`src/rtl/ex_mem_reg.sv`:
```
// EX/MEM pipeline register: captures ALU results and MEM/WB control at the end of EX,
// resolves conditional branches from the ALU flags and registers the taken/target pair.
module ex_mem_reg #(
  parameter int unsigned XLEN       = 64,
  parameter int unsigned REG_ADDR_W = 5
) (
  input  logic                  clk,
  input  logic                  reset,
  input  logic                  stall,
  input  logic                  flush,
  input  logic                  ex_valid,
  input  logic [XLEN-1:0]       ex_pc,
  input  logic [XLEN-1:0]       ex_imm,
  input  logic [1:0]            ex_branch,
  input  logic [XLEN-1:0]       ex_alu_result,
  input  logic                  ex_zero,
  input  logic                  ex_is_greater,
  input  logic [XLEN-1:0]       ex_rs2_data,
  input  logic [REG_ADDR_W-1:0] ex_rd,
  input  logic                  ex_reg_write,
  input  logic                  ex_mem_read,
  input  logic                  ex_mem_write,
  input  logic                  ex_mem_to_reg,
  output logic                  mem_valid,
  output logic [XLEN-1:0]       mem_alu_result,
  output logic [XLEN-1:0]       mem_rs2_data,
  output logic [REG_ADDR_W-1:0] mem_rd,
  output logic                  mem_reg_write,
  output logic                  mem_mem_read,
  output logic                  mem_mem_write,
  output logic                  mem_mem_to_reg,
  output logic                  mem_branch_taken,
  output logic [XLEN-1:0]       mem_branch_target
);

  localparam logic [1:0] BR_NONE = 2'b00;
  localparam logic [1:0] BR_EQ   = 2'b01;
  localparam logic [1:0] BR_NE   = 2'b10;
  localparam logic [1:0] BR_GT   = 2'b11;

  logic            taken_c;
  logic [XLEN-1:0] target_c;

  // Branch resolution from ALU flags; the immediate is in halfword units.
  always_comb begin
    taken_c  = 1'b0;
    target_c = ex_pc + {ex_imm[XLEN-2:0], 1'b0};
    case (ex_branch)
      BR_NONE: taken_c = 1'b0;
      BR_EQ:   taken_c = ex_zero;
      BR_NE:   taken_c = ~ex_zero;
      BR_GT:   taken_c = ex_is_greater;
      default: taken_c = 1'b0;
    endcase
  end

  // Priority: reset > flush > stall (hold) > load.
  always_ff @(posedge clk) begin
    if (reset || flush) begin
      mem_valid         <= 1'b0;
      mem_alu_result    <= '0;
      mem_rs2_data      <= '0;
      mem_rd            <= '0;
      mem_reg_write     <= 1'b0;
      mem_mem_read      <= 1'b0;
      mem_mem_write     <= 1'b0;
      mem_mem_to_reg    <= 1'b0;
      mem_branch_taken  <= 1'b0;
      mem_branch_target <= '0;
    end else if (!stall) begin
      // Side-effecting controls are gated by ex_valid; data fields load unconditionally.
      mem_valid         <= ex_valid;
      mem_alu_result    <= ex_alu_result;
      mem_rs2_data      <= ex_rs2_data;
      mem_rd            <= ex_rd;
      mem_reg_write     <= ex_valid & ex_reg_write;
      mem_mem_read      <= ex_valid & ex_mem_read;
      mem_mem_write     <= ex_valid & ex_mem_write;
      mem_mem_to_reg    <= ex_mem_to_reg;
      mem_branch_taken  <= ex_valid & taken_c;
      mem_branch_target <= target_c;
    end
  end

endmodule

```
`config.mk`:
```
export PLATFORM = sky130hd
export DESIGN_NAME = ex_mem_reg
export DESIGN_NICKNAME = d
export VERILOG_FILES = /design/src/rtl/ex_mem_reg.sv
export SDC_FILE = /design/constraint.sdc
export NUM_CORES = 1
export LEC_CHECK = 0
export ABC_AREA = 1
export BUFFER_PORTS_ARGS = -buffer_cell sky130_fd_sc_hd__clkbuf_2
export CORE_AREA = 2 2 187 189
export DETAILED_ROUTE_END_ITERATION = 10
export DIE_AREA = 0 0 189 191
export GPL_TIMING_DRIVEN = 1
export PLACE_DENSITY = 0.73
export SETUP_SLACK_MARGIN = 0.05
export SYNTH_ARGS = -nofsm -noshare
export SYNTH_HDL_FRONTEND = slang
export SYNTH_SLANG_ARGS = --single-unit
```
`constraint.sdc`:
```
create_clock -name clk -period 2.4 [get_ports clk]
set_clock_uncertainty 0.2 [all_clocks]
set_input_delay 0.12 -clock clk [delete_from_list [all_inputs] [get_ports clk]]
set_output_delay 0.12 -clock clk [all_outputs]
set_load 0.05 [all_outputs]
```
# == Yosys cells after proc, flatten, opt, wreduce, memory -nomap -nowiden ==
# Cells that the tools add are included.
# word_totals
regBits,203
wordCells,22
out_inout_bits,203
inputBits,274
# op_classes
n_reduce_logical,2
n_mux,1
addsub,1
bitwise,5
n_eq_ne,3
# ops
cell,count
64-bit adder,1
1-bit AND,4
"2-bit equality test, second input constant",2
1-bit case mux with 4 select lines,1
"2-bit by 1-bit equality test with 1-bit output, second input constant",1
2-bit logical NOT,1
1-bit logical OR,1
1-bit NOT,1

# == Longest topological paths before layout ==
# Gate-level depths: netlist of the first run.
# logic_depth
ltp_word,3
mapped_depth,17
depth_no_buf,17

# == Worst setup path after synthesis of the first run ==
# OpenSTA, ideal clock, no wires.
# synth_timing
path_type,input-to-reg
from,input port ex_pc[1]
to,register mem_branch_target[33]
setup_slack_ps,395
required_time_ps,2091
path_buffers,0
path_stages,16
setup_time_ps,109
arrival_time_ps,1696
cell_sequence,ha_1 -> fa_1 -> nand3_1 -> nand3_1 -> nand2_1 -> nand2_1 -> nand2_1 -> nand2_2 -> nand2_1 -> inv_1 -> nor2_1 -> nor2_1 -> nor2_1 -> nand2_1 -> nand2_1 -> inv_1
# synth_via
elab_chain_cells,1
# synth_rtl
element,line_no,text
from (decl),12,"input logic [XLEN-1:0] ex_pc,"
64-bit adder,47,"target_c = ex_pc + {ex_imm[XLEN-2:0], 1'b0};"
to (signal assigned),81,mem_branch_target <= target_c;
to (decl),33,output logic [XLEN-1:0] mem_branch_target
# No other way between the ends.
# A chain may end at the register's enable or synchronous reset.

# == Worst setup path in the final report of the first run ==
# layout_timing
from,input port ex_imm[1]
to,register mem_branch_target[29]
# layout_via
elab_chain_cells,1
# layout_rtl
element,line_no,text
from (decl),13,"input logic [XLEN-1:0] ex_imm,"
64-bit adder,47,
# No other way between the ends.

==> key figures, run 1 <==
Run status
  – Status: completed

Power and ir drop
  – Cell internal pwr: around 7000 µW
  – Power per cell area: about 570 nW/µm²
  – Switching pwr: approximately 3600 µW
  – Clk network pwr share: a little over a third
  – Leak: roughly 0.011 µW
  – Flop pwr share: 34.0%
  – IR drop worst, VDD: 0.470 mV
  – Logic pwr share: slightly below 30%
  – Switching Share: between 30% and 40%

Clocking
  – Post-CTS Setup Bufs: 0
  – Cts bufs inserted: 23
  – Clock root buffer: clkbuf_16
  – CTS Sinks: a little over 200
  – Max clock buf depth: 3
  – H-tree depth: 1
  – Skew-Pair Late Insertion Delay: 0.54 ns
  – Clk slew on worst S/H paths: about 0.07 ns
  – CTS tree: done

Cells and area
  – Post-layout util: approximately 54%
  – Layout Nets: between 3000 and 4000
  – Fill count: 3279
  – Area grow syn2layout: 43.5%
  – Commonest non-fill, non-tap cells in the layout: nand2_1, clkbuf_2, inv_1, nor2_1, dfxtp_1
  – Finished Layout Cells: approximately 3300
  – Commonest non-fill, non-tap cell in the layout: nand2_1
  – Largest registers: mem_alu_result: 64 flops, mem_branch_target: 64 flops, mem_rs2_data: 64 flops
  – Final antenna diode count: 0
  – Fin area: between 15000 and 20000 µm²
  – Layout cells sized above 1: 21.1%

Die
  – Rows: 68
  – Die ar.: 36100 µm²
  – I/O pins: approximately 480
  – Die H: around 190 µm
  – Chip Width: about 190 µm
  – Initial core utilization: a little under two fifths
  – Core area: approximately 34000 µm²

STA
  – Worst slew margin: 58.5%
  – Final Cycle Share: 93.3%
  – Max-slew violations: 0
  – Worst Slack Setup Final: between 0.15 and 0.2 ns
  – Setup Viol. Count Final: 0
  – Max Freq: roughly 0.45 GHz
  – Fin crit period: between 2 and 2.5 ns
  – Setup_tns: 0 ns
  – Count of final hold-check violations: 0
  – Slew @ Worst Pin: a little over 0.6 ns
  – RSZ-0062 raised after global routing: true

Synthesis
  – Synth Cell Area: around 13000 µm²
  – Yosys warning count: 0
  – Post-synthesis mux area share: less than 1%
  – Syn Nets: ~2500
  – Synth Area in Compound Gates: 8.87%
  – Cell count after synthesis: between 2000 and 2500
  – #FFs+latches synth: 203
  – Synth Flop Type: dfxtp_1
  – Synth async-reset ratio: 0%
  – Syn Area/Cell: 5.83 µm²
  – Adder-Cell Fraction of Synth Area: about 6.2%
  – Largest family of logic cells by synthesized area: simple AND/OR/NAND/NOR gates
  – Netlist cell types: 28
  – Post-Synth Simple-Gate Area: a little under two fifths
  – EDFF count, synth: 0
  – Sequential share of the synthesized area: a little under a third
  – Xor and xnor fraction of the mapped netlist area: under 10%

GRT
  – Gr usage total: 29.7%
  – Vias in the first global route: approximately 15000
  – Antenna violations before repair: 0
  – Largest net degree at the start of global routing: 125
  – First-pass GRT wire length: approximately 84 mm
  – Gr ovfl total: 0

Route
  – Via count: 16000
  – Drt wl/cell: 17.0 µm
  – Post-route DRC: 0
  – Vias/cell: 4.82
  – Final ANT Viol Nets: 0
  – DR pass1 iterations: 5
  – Drt total wl: ~56 mm
  – DRT iter0 DRCs: roughly 1200

Setup path
  – Crit path launch type: primary input
  – CP Max Fanout: 4
  – Crit-path slowest cell: dlygate4sd3_1
  – CP Cell Sequence: dlygate4sd3_1 -> clkbuf_2 -> fa_1 -> nand3_1 -> nand3_1 -> inv_1 -> nor2_1 -> o21ai_1 -> nand2_1 -> xor2_1 -> o21ai_0 -> inv_1
  – Worst path arrival time: ~2.4 ns
  – Crit Path Category: in -> reg
  – CP Data Required Time: roughly 2.6 ns
  – Endpoint type of the worst setup path: flip-flop
  – Worst path max stage delay: roughly 0.56 ns

Placed design
  – DP HPWL: 42.3 mm
  – Cells after DPL: between 3000 and 4000
  – Placement-stage cell area: 16100 µm²
  – GPL Wtd Cong: ~1
  – IO buf count: 475
  – Pre-CTS WS: between 0.03 and 0.04 ns

Hold path
  – Min-Delay Path Class: in -> reg

Run
  – Max cap viols: 0
-- path summary, 6_finish.rpt --
| kind | from | to | slack [ns] | cells after the start |
|---|---|---|---|---|
| max | ex_imm[1] | mem_branch_target[29] | 0.16 | 12 |
| min reg2reg | mem_alu_result[27] | mem_alu_result[27] | 0.26 | 2 |
| max reg2reg | mem_alu_result[1] | mem_alu_result[1] | 1.41 | 2 |
| min | ex_imm[60] | mem_branch_target[61] | 0.002 | 6 |
-- per-layer routing --
metal | global-route usage (%) | up-vias | part of all wire, %
met1 | 34.4 | 7124 | 40
met4 | 17.2 | 0 | 6.6
li1 | - | 7924 | -
met2 | 50.1 | 745 | 45
met5 | 0 | - | 0
met3 | 7.16 | 191 | 8.2
-- cell type report --
class,instances,area [µm²],area share [%]
multi-input cells,1556,7120,38.6
repair buffers,684,4440,24.1
flip-flops and latches,203,4060,22.1
inverters,376,1420,7.70
clock buffers,32,639,3.47
well taps,455,569,3.09
clock inverters,10,171,0.930
-- power by group through the flow --
stage / sequential [µW] / combinational, µW / clock (µW)
2_1_floorplan: 4080 / 1330 / 0
3_3_place_gp: 3640 / 2840 / 0
3_5_place_dp: 3650 / 2860 / 0
4_1_cts: 3570 / 3080 / 3840
5_1_grt: 3590 / 3390 / 4010
6_report: 3580 / 3130 / 3810
-- through the flow --
step | hold slack (ns) | total power (µW)
after detailed placement | 0.156 | 6500
after global placement | 0.152 | 6480
after global routing | 0.0476 | 11000
final | 0.00248 | 10500
after CTS | 0.00244 | 10500
after floorplan | 0.0629 | 5410
-- cells in the mapped netlist, types with 6 or more instances --
master    instances  area share, %
xor2_1           28            1.9
nand3_1          68            2.7
dfxtp_1         203             32
nor2_2           11           0.54
clkbuf_1         48            1.4
inv_1           370             11
nor2_1          236            6.9
a21oi_1         182            7.1
nor3_1            8           0.31
nand4_1          12           0.58
nand2_1         882             26
buf_2            12           0.47
nor3_2            6           0.47
o21ai_1           9           0.35
ha_1             62            6.0
buf_1             7           0.20
o21ai_0          32            1.2
-- critical path, delay by kind of cell --
| family | cells | cell delay, ns |
|---|---|---|
| buf+inv | 4 | 0.86 |
| compound gates | 2 | 0.39 |
| simple gates | 4 | 0.49 |
| xor+xnor | 1 | 0.17 |
| fa+ha+maj | 1 | 0.41 |
-- cell families (layout without fill, tap and decap cells) --
family / count (synthesis) / in the layout
AOI/OAI and AO/OA: 226 / 226
xor gates and xnor gates: 30 / 30
adders and majority gates: 63 / 63
buffers and inverters: 443 / 1102
DFF: 203 / 203
muxes: 1 / 1
and+or+nand+nor: 1236 / 1236
-- what timing repair did --
item	4_1_cts	5_1_grt
hold endpoints to repair	169	0
setup endpoints to repair	0	12
resized for setup	0	6
hold buffers	153	0
Power figures use the tool's default switching activity.
==> run 2, diff against run 1 <==
Settings changed: PLACE_DENSITY 0.73 to 0.68.
==> run 2 against run 1 <==
Register-to-register slack got worse by 0.04 ns. Via count decreased by 0.41%. Routed wire length decreased by 3.2%. Die area unchanged. Critical endpoint is now mem_branch_target[58]. Largest cell class unchanged. Largest power group unchanged. Highest routed layer unchanged.
==> key figures, run 2 (synthesized netlist as in run 1, its figures left out) <==
Run status
  – Status: completed

Setup path
  – Crit Path Category: in -> reg
  – CP Data Required Time: 2.63 ns
  – Buf/Inv on CP: 5
  – Crit-path most repeated cell: nand2_1
  – Crit-path slowest cell: dlygate4sd3_1
  – Worst path arrival time: 2.48 ns
  – Critical path's top delay family: buffers and inverters
  – Endpoint type of the worst setup path: flip-flop
  – Crit path launch type: primary input
  – CP Max Fanout: 5
  – Worst path max stage delay: between 0.5 and 0.6 ns
  – CP Cell Sequence: dlygate4sd3_1 -> clkbuf_2 -> ha_1 -> nand2_1 -> inv_1 -> a21oi_1 -> inv_1 -> nor2_1 -> nand2_1 -> a21oi_2 -> nand2_1 -> nand2_1 -> nand3_1 -> nand2_1 -> inv_1

Placed design
  – Placement-stage cell area: 16000 µm²
  – Cells after DPL: between 3000 and 4000
  – Pre-CTS WS: roughly 0.042 ns
  – GPL Wtd Cong: 1.00
  – DP HPWL: just over 40 mm
  – IO buf count: between 400 and 500

Clocking
  – Cts bufs inserted: 23
  – Skew-Pair Late Insertion Delay: between 0.5 and 0.6 ns
  – Clock root buffer: clkbuf_16
  – CTS Sinks: 203
  – Clk slew on worst S/H paths: about 0.06 ns
  – Max clock buf depth: 3
  – CTS tree: done
  – H-tree depth: 1

Cells and area
  – Finished Layout Cells: between 3000 and 4000
  – Commonest non-fill, non-tap cells in the layout: nand2_1, clkbuf_2, inv_1, nor2_1, dfxtp_1
  – Commonest non-fill, non-tap cell in the layout: nand2_1
  – Fin area: ~19000 µm²
  – Layout Nets: around 3200
  – Area grow syn2layout: 45.9%
  – Area of the multi-input gates: just over 7000 µm²
  – Largest registers: mem_alu_result: 64 flops, mem_branch_target: 64 flops, mem_rs2_data: 64 flops
  – Fill count: between 3000 and 4000
  – Layout cells sized above 1: a little over a fifth
  – FF/Latch Area: between 4000 and 5000 µm²

Route
  – Via count: approximately 16000
  – Post-route DRC: 0
  – DRT iter0 DRCs: ~1100
  – Final ANT Viol Nets: 0
  – DR pass1 iterations: 6
  – Vias/cell: 4.76
  – Drt total wl: approximately 54 mm
  – Drt wl/cell: about 16 µm

Die
  – Die H: ~190 µm
  – Initial core utilization: between 30% and 40%
  – Chip Width: ~190 µm
  – Rows: between 60 and 70
  – Core area: approximately 34000 µm²
  – Die ar.: 36100 µm²
  – I/O pins: roughly 480

GRT
  – Antenna violations before repair: 1
  – First-pass GRT wire length: ~81 mm
  – Vias in the first global route: 15100
  – Largest net degree at the start of global routing: between 150 and 200
  – Gr ovfl total: 0
  – Gr usage total: between 20% and 30%

Hold path
  – Min-Delay Path Class: in -> reg

STA
  – Max-slew violations: 0
  – Max Freq: about 0.44 GHz
  – Count of final hold-check violations: 0
  – RSZ-0062 raised after global routing: true
  – Worst Slack Setup Final: between 0.1 and 0.15 ns
  – Fin crit period: between 2 and 2.5 ns
  – Setup_tns: 0 ns
  – Worst slew margin: 46.5%
  – Setup Viol. Count Final: 0
  – Slew @ Worst Pin: around 0.8 ns
  – WHS: roughly 0.02 ns
  – Final Cycle Share: between 90% and 100%

Power and ir drop
  – IR drop worst, VDD: 0.480 mV
  – Power per cell area: 564 nW/µm²
  – Leak: 0.0107 µW

Run
  – Max cap viols: 0
run 2: cell types whose count changed in the layout (fill, tap and decap cells not counted), moves of 2 or more:
cell           change
clkbuf_8           +3
nand3_1            -2
dlygate4sd3_1     +32
clkbuf_1           -4
clkinv_2           -2
buf_12             -3
nand3_2            +2
run 2: area by class of cell:
type | count | area share (%)
antenna | 1 | 0.0134
clock buffer | 31 | 3.55
clock inverter | 8 | 0.908
inverter | 376 | 7.56
multi-input combinational | 1556 | 38.1
sequential | 203 | 21.7
tap | 455 | 3.04
timing repair buffer | 714 | 25.2
run 2: metrics by stage:
step           utilization, %  total power [µW]
2_1_floorplan               -              5410
6_report                 54.9             10600
3_5_place_dp             46.9              6450
4_1_cts                  54.7             10600
5_1_grt                  54.9             11000
3_3_place_gp             46.9              6430
run 2: layer usage:
metal	wire length [µm]	vias to the layer above	track usage [%]
met2	25800	733	50.2
li1	-	7980	-
met1	21000	7018	32.2
met5	0	-	0
met4	3600	0	16.3
met3	4080	187	5.54
run 2: final timing paths:
| path | start | to | slack [ns] | cells past startpoint |
|---|---|---|---|---|
| setup / recovery | ex_imm[55] | mem_branch_target[58] | 0.15 | 15 |
| hold / removal | ex_imm[10] | mem_branch_target[11] | 0.02 | 5 |
| setup reg to reg | mem_branch_target[6] | mem_branch_target[6] | 1.37 | 4 |
| hold reg to reg | mem_alu_result[46] | mem_alu_result[46] | 0.26 | 2 |
run 2: worst reg2reg max path: stages (launching register included):
cell and delay, ns:
dfxtp_1 0.36, nor2_1 0.06, nor2_1 0.14, o21ai_0 0.11, inv_1 0.10
run 2: timing repair:
action | 4_1_cts | 5_1_grt
hold endpoints to repair | 162 | 0
endpoints found under the setup margin | 0 | 10
gates resized for setup | 0 | 8
setup buffers | 0 | 3
hold buffers | 185 | 0
run 2: report_power, final:
group	switching, µW	internal, µW
combinational	2040	1090
clock	1470	2390
sequential	77.2	3500
==> run 3, diff against run 2 <==
--- a/config.mk
+++ b/config.mk
@@ -17,2 +17,3 @@
 export SYNTH_HDL_FRONTEND = slang
 export SYNTH_SLANG_ARGS = --single-unit
+export TNS_END_PERCENT = 100
==> constraint.sdc (replaced) <==
create_clock -name clk -period 2.4 [get_ports clk]
set_clock_uncertainty 0.2 [all_clocks]
set_input_delay 0.48 -clock clk [delete_from_list [all_inputs] [get_ports clk]]
set_output_delay 0.48 -clock clk [all_outputs]
set_load 0.05 [all_outputs]
==> run 3 against run 2 <==
Cell area increased by 0.77%. Worst setup slack improved by 0.091 ns. Die area unchanged. Via count is 0.79% higher. Global-route usage grew 0.36 points. Critical path type unchanged. Highest routed layer is now met5.
==> key figures, run 3 (synthesized netlist as in run 1, its figures left out) <==
Run status
  – Status: completed

Setup path
  – Worst path max stage delay: around 0.38 ns
  – CP Data Required Time: 2.62 ns
  – CP Cell Sequence: clkbuf_2 -> ha_1 -> fa_2 -> nand3_1 -> nand3_1 -> inv_1 -> nor2_1 -> o21ai_1 -> nand2_1 -> nand2_1 -> nand2_1 -> nand2_1 -> nand3_1 -> nand2_1 -> inv_1
  – Crit Path Category: in -> reg
  – Crit-path most repeated cell: nand2_1
  – Crit path launch type: primary input
  – Critical path's top delay family: simple AND/OR/NAND/NOR gates
  – Crit-path slowest cell: fa_2
  – Buf/Inv on CP: 3
  – Endpoint type of the worst setup path: flip-flop
  – CP Max Fanout: 4
  – Worst path arrival time: approximately 2.4 ns

Route
  – Met1 WL: 21.6 mm
  – Post-route DRC: 0
  – DR pass1 iterations: 7
  – Final ANT Viol Nets: 0
  – Drt total wl: about 54 mm
  – DRT iter0 DRCs: ~1000
  – Met2 Wirelength: between 20 and 30 mm
  – Drt wl/cell: about 16 µm
  – Met3 WL post-DR: about 4.0 mm
  – Vias/cell: about 4.7
  – DR top layer: met5
  – Via count: about 16000

STA
  – Slew @ Worst Pin: about 0.42 ns
  – Max-slew violations: 0
  – RSZ-0062 raised after global routing: false
  – Max Freq: approximately 0.46 GHz
  – Setup_tns: 0 ns
  – Final Cycle Share: around nine tenths
  – Worst slew margin: slightly above 70%
  – Fin crit period: roughly 2.2 ns
  – Count of final hold-check violations: 0
  – Worst Slack Setup Final: ~0.24 ns
  – Setup Viol. Count Final: 0

Clocking
  – Clock root buffer: clkbuf_16
  – Skew-Pair Late Insertion Delay: 0.52 ns
  – Clk slew on worst S/H paths: approximately 0.06 ns
  – CTS Sinks: 203
  – H-tree depth: 1
  – Post-CTS Setup Bufs: 0
  – CTS tree: done
  – Cts bufs inserted: 24
  – Max clock buf depth: 3

Power and ir drop
  – Leak: between 0.01 and 0.015 µW
  – Switching pwr: roughly 3600 µW
  – IR drop worst, VDD: ~0.46 mV
  – Flop pwr share: between 30% and 40%
  – Clk network pwr share: between 30% and 40%
  – Logic pwr share: 30.6%
  – Switching Share: 34.2%
  – Cell internal pwr: approximately 7000 µW
  – Power per cell area: approximately 560 nW/µm²

Cells and area
  – Fill count: between 3000 and 4000
  – Commonest non-fill, non-tap cells in the layout: nand2_1, clkbuf_2, inv_1, nor2_1, dfxtp_1
  – Area grow syn2layout: 47.0%
  – Fin area: 18900 µm²
  – Layout Nets: around 3200
  – Layout cells sized above 1: between 20% and 30%
  – Largest registers: mem_alu_result: 64 flops, mem_branch_target: 64 flops, mem_rs2_data: 64 flops
  – Commonest non-fill, non-tap cell in the layout: nand2_1

GRT
  – Vias in the first global route: about 15000
  – Gr usage total: between 20% and 30%
  – Gr ovfl total: 0
  – Largest net degree at the start of global routing: 87
  – First-pass GRT wire length: slightly above 80 mm
  – Antenna violations before repair: 1

Placed design
  – DP HPWL: a little over 40 mm
  – Pre-CTS WS: -0.284 ns
  – Placement-stage cell area: around 17000 µm²
  – IO buf count: approximately 480
  – GPL Wtd Cong: 1.02

Die
  – Die H: between 150 and 200 µm
  – Core area: about 34000 µm²
  – Initial core utilization: 37.6%
  – Rows: 68
  – Chip Width: 189 µm
  – Die ar.: between 30000 and 40000 µm²
  – I/O pins: approximately 480

Run
  – Max cap viols: 0

Hold path
  – Min-Delay Path Class: in -> reg
==> run 3: power by group through the flow <==
stage | Sequential, µW | Combinational, µW | Clock [µW]
after floorplan | 4080 | 1330 | 0
after global placement | 3640 | 2980 | 0
after detailed placement | 3650 | 3000 | 0
after CTS | 3570 | 3190 | 3840
after global routing | 3590 | 3510 | 3970
final | 3580 | 3230 | 3760
==> run 3: final cells by class <==
| cell class | count | area, µm² | area share, % |
|---|---|---|---|
| Antenna cell | 2 | 5.00 | 0.0265 |
| Clock buffer | 31 | 657 | 3.48 |
| Inverter | 376 | 1420 | 7.50 |
| Timing Repair Buffer | 747 | 4890 | 25.9 |
| Clock inverter | 12 | 163 | 0.862 |
| Tap cell | 455 | 569 | 3.02 |
| Multi-Input combinational cell | 1556 | 7110 | 37.7 |
| Sequential cell | 203 | 4060 | 21.5 |
==> run 3: routing by layer <==
metal | up-vias | GRT usage (%)
li1 | 8039 | -
met1 | 7105 | 33.2
met2 | 730 | 50.5
met3 | 168 | 5.56
met4 | 2 | 15.4
met5 | - | 0.824
==> run 3: metrics by stage <==
| stage | utilization [%] | cells | hold slack [ns] | power (µW) |
|---|---|---|---|---|
| finish | 55.3 | 3382 | 0.0240 | 10600 |
| global route | 55.3 | 3381 | 0.0166 | 11100 |
| CTS | 55.3 | 3380 | 0.00260 | 10600 |
| detailed placement | 49.0 | 3203 | 0.254 | 6650 |
| global placement | 49.0 | 3203 | 0.249 | 6630 |
| floorplan | - | 2202 | 0.423 | 5410 |
==> run 3: worst paths after layout <==
path | start | end | slack [ns] | cells after the start
worst min register to register | mem_rs2_data[8] | mem_rs2_data[8] | 0.26 | 2
worst max-delay path | ex_pc[1] | mem_branch_target[45] | 0.24 | 15
worst max register to register | mem_alu_result[24] | mem_alu_result[24] | 1.43 | 2
worst min-delay path | ex_pc[0] | mem_branch_target[0] | 0.02 | 3
==> run 3: worst register-to-register path: cells and delay by family (launching register included) <==
kind               cells  cell delay [ns]
DFF                    1             0.36
and+or+nand+nor        1             0.09
AOI/OAI and AO/OA      1             0.24
==> run 3: timing repair <==
item,4_1_cts,5_1_grt
setup endpoints to repair,0,1
resized for setup,0,1
hold buffers,134,0
endpoints found under the hold margin,134,0
